--- src/rtl/pwm_fade_sequencer.sv ---
// Fades a bank of PWM channels toward per-channel target duties, one step per
// tick, issuing each duty change as a write on a shared downstream bus.
module pwm_fade_sequencer #(
  parameter int unsigned pClkHz    = 12_000_000,
  parameter int unsigned pStepHz   = 1_000,
  parameter int unsigned pChannels = 4,
  parameter int unsigned pStepSize = 1,
  localparam int unsigned AW = (pChannels > 1) ? $clog2(pChannels) : 1
) (
  input  logic                 clk_i,
  input  logic                 rst_i,
  input  logic                 cfg_stb_i,
  input  logic [AW-1:0]        cfg_adr_i,
  input  logic [7:0]           cfg_dat_i,
  output logic                 cfg_ack_o,
  output logic                 pwm_stb_o,
  output logic [pChannels-1:0] pwm_sel_o,
  output logic [7:0]           pwm_dat_o,
  input  logic                 pwm_ack_i,
  output logic                 busy_o
);

  // state    | meaning
  // ST_IDLE  | waiting for a step tick (or a pending pass)
  // ST_SCAN  | comparing cur/tgt of channel idx, latching the next duty
  // ST_WRITE | downstream write of nxt to channel idx, waiting for ack

  localparam int unsigned TICKS = pClkHz / pStepHz;
  localparam int unsigned CW    = (TICKS > 2) ? $clog2(TICKS) : 1;
  localparam logic [CW-1:0] CNT_LAST = CW'(TICKS - 1);
  localparam logic [AW-1:0] IDX_LAST = AW'(pChannels - 1);
  localparam logic [8:0]    STEP9    = 9'(pStepSize);

  typedef enum logic [1:0] {
    ST_IDLE  = 2'd0,
    ST_SCAN  = 2'd1,
    ST_WRITE = 2'd2
  } state_e;

  state_e          state_q, state_d;
  logic [CW-1:0]   cnt_q, cnt_d;
  logic            tick;
  logic            pending_q, pending_d;
  logic [AW-1:0]   idx_q, idx_d;
  logic [7:0]      nxt_q, nxt_d;
  logic [7:0]      nxt_calc;
  logic [7:0]      tgt_q [pChannels];
  logic [7:0]      cur_q [pChannels];
  logic            cur_wr;
  logic            chan_done;
  logic            differ;
  logic            cfg_hit;
  logic [8:0]      cur9, tgt9;

  // Step tick
  assign tick  = (cnt_q == CNT_LAST);
  assign cnt_d = tick ? '0 : cnt_q + 1'b1;

  // Config port: out-of-range channel indices are acknowledged and dropped
  assign cfg_ack_o = cfg_stb_i;
  assign cfg_hit   = cfg_stb_i && (32'(cfg_adr_i) < pChannels);

  // One step toward the target without overshoot, in 9 bits so nothing wraps
  always_comb begin
    cur9     = {1'b0, cur_q[idx_q]};
    tgt9     = {1'b0, tgt_q[idx_q]};
    nxt_calc = tgt_q[idx_q];
    if (tgt9 > cur9) begin
      if ((tgt9 - cur9) > STEP9) nxt_calc = 8'(cur9 + STEP9);
    end else begin
      if ((cur9 - tgt9) > STEP9) nxt_calc = 8'(cur9 - STEP9);
    end
  end

  always_comb begin
    differ = 1'b0;
    for (int i = 0; i < int'(pChannels); i++) begin
      if (cur_q[i] != tgt_q[i]) differ = 1'b1;
    end
  end

  // FSM: state register
  always_ff @(posedge clk_i or posedge rst_i) begin
    if (rst_i) state_q <= ST_IDLE;
    else       state_q <= state_d;
  end

  // FSM: next state
  always_comb begin
    state_d   = state_q;
    idx_d     = idx_q;
    nxt_d     = nxt_q;
    pending_d = pending_q;
    cur_wr    = 1'b0;
    chan_done = 1'b0;
    case (state_q)
      ST_IDLE: begin
        if (tick || pending_q) begin
          state_d   = ST_SCAN;
          idx_d     = '0;
          pending_d = 1'b0;
        end
      end
      ST_SCAN: begin
        if (tick) pending_d = 1'b1;
        if (cur_q[idx_q] == tgt_q[idx_q]) begin
          chan_done = 1'b1;
        end else begin
          nxt_d   = nxt_calc;
          state_d = ST_WRITE;
        end
      end
      ST_WRITE: begin
        if (tick) pending_d = 1'b1;
        if (pwm_ack_i) begin
          cur_wr    = 1'b1;
          chan_done = 1'b1;
        end
      end
      default: state_d = ST_IDLE;
    endcase
    // A tick landing on the pass end while already pending is dropped
    if (chan_done) begin
      if (idx_q == IDX_LAST) begin
        if (pending_q) begin
          state_d   = ST_SCAN;
          idx_d     = '0;
          pending_d = 1'b0;
        end else begin
          state_d = ST_IDLE;
        end
      end else begin
        idx_d   = idx_q + 1'b1;
        state_d = ST_SCAN;
      end
    end
  end

  // FSM: outputs
  always_comb begin
    pwm_stb_o = (state_q == ST_WRITE);
    pwm_dat_o = (state_q == ST_WRITE) ? nxt_q : 8'h00;
    pwm_sel_o = '0;
    for (int i = 0; i < int'(pChannels); i++) begin
      pwm_sel_o[i] = (state_q == ST_WRITE) && (idx_q == AW'(i));
    end
    busy_o = (state_q != ST_IDLE) || differ;
  end

  always_ff @(posedge clk_i or posedge rst_i) begin
    if (rst_i) begin
      cnt_q     <= '0;
      pending_q <= 1'b0;
      idx_q     <= '0;
      nxt_q     <= 8'h00;
    end else begin
      cnt_q     <= cnt_d;
      pending_q <= pending_d;
      idx_q     <= idx_d;
      nxt_q     <= nxt_d;
    end
  end

  always_ff @(posedge clk_i or posedge rst_i) begin
    if (rst_i) begin
      for (int i = 0; i < int'(pChannels); i++) begin
        tgt_q[i] <= 8'h00;
        cur_q[i] <= 8'h00;
      end
    end else begin
      if (cfg_hit) tgt_q[cfg_adr_i] <= cfg_dat_i;
      if (cur_wr)  cur_q[idx_q]     <= nxt_q;
    end
  end

endmodule

--- config.mk ---
export PLATFORM = sky130hd
export DESIGN_NAME = pwm_fade_sequencer
export DESIGN_NICKNAME = d
export VERILOG_FILES = /design/src/rtl/pwm_fade_sequencer.sv
export SDC_FILE = /design/constraint.sdc
export NUM_CORES = 1
export LEC_CHECK = 0
export CAP_MARGIN = 20
export CORE_MARGIN = 3
export CORE_UTILIZATION = 44
export CTS_CLUSTER_DIAMETER = 200
export DETAILED_ROUTE_END_ITERATION = 10
export PLACE_DENSITY = 0.63
export SETUP_SLACK_MARGIN = 0.1
export SYNTH_ARGS = -nofsm -noshare
export SYNTH_HDL_FRONTEND = slang
export SYNTH_SLANG_ARGS = --single-unit
--- constraint.sdc ---
create_clock -name clk_i -period 10.18 [get_ports clk_i]
set_input_delay 2.036 -clock clk_i [delete_from_list [all_inputs] [get_ports clk_i]]
set_output_delay 2.036 -clock clk_i [all_outputs]
set_load 0.01 [all_outputs]
==> reports/metrics.cfg <==
[outcome]
status = completed

[synth]
yosysTopAreaCell = dfrtp_1
synth_area_mm2 = 0.00587
yosys_warnings = 0
synth_top_area_share_pct = 38.8
postSynthCellCount = 523
synth_fp_nets = 567
avgSynthCellArea_um2 = 11.2
synthTopCellsByArea = dfrtp_1 39%, mux2_2 12%, xnor2_1 7.0%
synth_edf_count = 0
netlist-cell-type-count = 72
ys_async_sr_fraction_pct = 100
synth-seq-cells = 91
ys.flop_type = dfrtp_1
ys_seq_area_share_pct = 38.8

[cts]
cts_sinks = 91
insertion_delay_ns = 0.35
cts_resized = 0
clock_path_buffers = 2
htree_levels = 3
cts_tree = yes
hold_buffers = 0
cts-root-buf = clkbuf_16
cts.clk_slew.worst_paths_ns = 0.06
cts_buffers = 9
post_cts_buffers = 0

[placement]
portBuffers = 28
dp_hpwl_mm = 10.3
place.gp.congestion = 0.832

[floorplanning]
core_mm2 = 0.0128
die-height_um = 121
pin_count = 29
initial_utilization_pct = 45.8
dieArea_mm2 = 0.0148
die_w_um = 121
rows = 41

[sta]
final.setup.tns_ns = 0
hold_viol = 0
whs_ns = 0.479
min_period_ns = 5.18
maxSlewHeadroom_pct = 30.2
worst_pin_slew_ns = 1.04
clock_skew_ns = 0.00745
period_share_pct = 50.9
rsz0062_at_grt = false
setup_viol = 0
slew_violations = 0
max_freq_mhz = 193

[critical_path]
cp.required_ns = 8.14
crit_top_cell = clkdlybuf4s50_1
cp.depth = 2
critPathTopFamily = buffers and inverters
reg2reg_depth = 11
critical_path_class = in -> out
crit_buf_inv = 2
end_kind = primary output
path_cells = clkdlybuf4s50_1 -> clkdlybuf4s50_1
max_stage_delay_ns = 0.57
critPathSlowestCell = clkdlybuf4s50_1
start_kind = primary input
crit_fanout = 5
cp.arrival_ns = 3.14

[detailed_routing]
vias_per_cell = 5.76
drc = 0
drtAntennaViolNets = 0
drtIter0Drc = 236
first_pass_iters = 4
wl_mm = 13.6
via_count = 4185
post_drt_wl_per_cell_um = 18.7

[grt]
grt-ovfl-total = 0
grt_pass1_vias = 4254
antenna_found_initial = 0
grt_start_max_net_pins = 48
grt_pass1_wl_mm = 22.6
grt_util_all_layers_pct = 19.8

[cells_and_area]
final_util_pct = 51.4
diodes = 0
drive_above_1_share_pct = 20.0
area_growth_pct = 12.4
num-nets-final = 593

[hold_path]
hold_depth = 1
hold_path.class = reg -> reg

[power]
leakage_uw = 0.00280
ir_drop_uv = 139
powerDensity_mw_per_mm2 = 364
power.total_uw = 2400

[job]
maxCapViolCount = 0

[placed cells by master (no fill, tap or decap), types with 4 or more instances in the layout]
cell type	count
a211o_1	4
xor2_1	10
mux2_2	65
nor2b_1	5
inv_1	26
xnor2_1	47
a21oi_1	13
o21ai_0	7
dfrtp_1	91
nand4_1	16
clkbuf_16	9
nor3_1	6
nand3_1	12
mux2i_1	5
nor3b_1	4
buf_4	5
mux4_2	10
nand2b_1	6
mux4_1	6
ha_1	28
and2_1	13
nor4_1	6
nand2_1	22
clkdlybuf4s50_1	28
and3_1	6
o21bai_1	4
nor2_1	26
[cells in the mapped netlist (all sizes together) (12+ instances only)]
cell / number
a21oi: 13
and2: 13
dfrtp: 91
ha: 28
inv: 27
mux2: 66
mux4: 16
nand2: 22
nand3: 12
nand4: 17
nor2: 27
xnor2: 47
[state kept, by name (all words and copies together), names as in the netlist]
| name | flops |
|---|---|
| cnt_q | 14 |
| cur_q | 32 |
| idx_q | 2 |
| nxt_q | 8 |
| pending_q | 1 |
| state_q | 2 |
| tgt_q | 32 |
[cell families after synthesis]
family	after synthesis	share of synthesized area, %
compound gates	72	9.15
xor+xnor	57	8.51
fa+ha+maj	30	6.65
buf+inv	45	3.50
flops	91	38.8
mux	87	20.0
simple gates	141	13.4
[cell type report]
class | count | area (um2)
Fill cell | 1190 | 6230
Multi-Input combinational cell | 387 | 3390
Sequential cell | 91 | 2280
Timing Repair Buffer | 33 | 318
Clock buffer | 13 | 270
Tap cell | 172 | 215
Inverter | 27 | 103
Clock inverter | 3 | 21.3
[final timing paths]
check	startpoint	endpoint	slack [ns]
min in group asynchronous	rst_i	tgt_q[16]	2.13
worst max-delay path	cfg_stb_i	cfg_ack_o	5.00
worst min register to register	cnt_q[0]	cnt_q[0]	0.48
max in group asynchronous	rst_i	cur_q[23]	6.97
worst max register to register	idx_q[0]	nxt_q[1]	5.64
worst min-delay path	cnt_q[0]	cnt_q[0]	0.48
[where the power goes]
part	switching, uW	total [uW]	internal (uW)
registers	105	566	461
clock network	136	321	185
logic	852	1520	664
total	1090	2400	1310
[worst reg2reg max path: cells and delay by family (launching register included)]
family / cells / cell delay [ns]
buf+inv: 2 / 0.43
fa+ha+maj: 1 / 0.41
mux: 2 / 1.22
compound gates: 6 / 2.05
flops: 1 / 0.35
[layer usage]
metal	GRT usage [%]	up-vias	part of all wire, %
met2	32.7	63	50
met5	0	-	0
li1	-	1971	-
met1	26.2	2137	45
met4	5.95	0	1.7
met3	4.29	14	3.0
[per-stage QoR]
stage	setup WS (ns)	std cells	instance area, um2
CTS	5.00	726	6600
global route	4.96	726	6600
detailed placement	5.00	710	6310
finish	5.00	726	6600
global placement	5.03	710	6310
floorplan	5.78	523	5870
No activity file was read; power rests on OpenSTA's default activity.
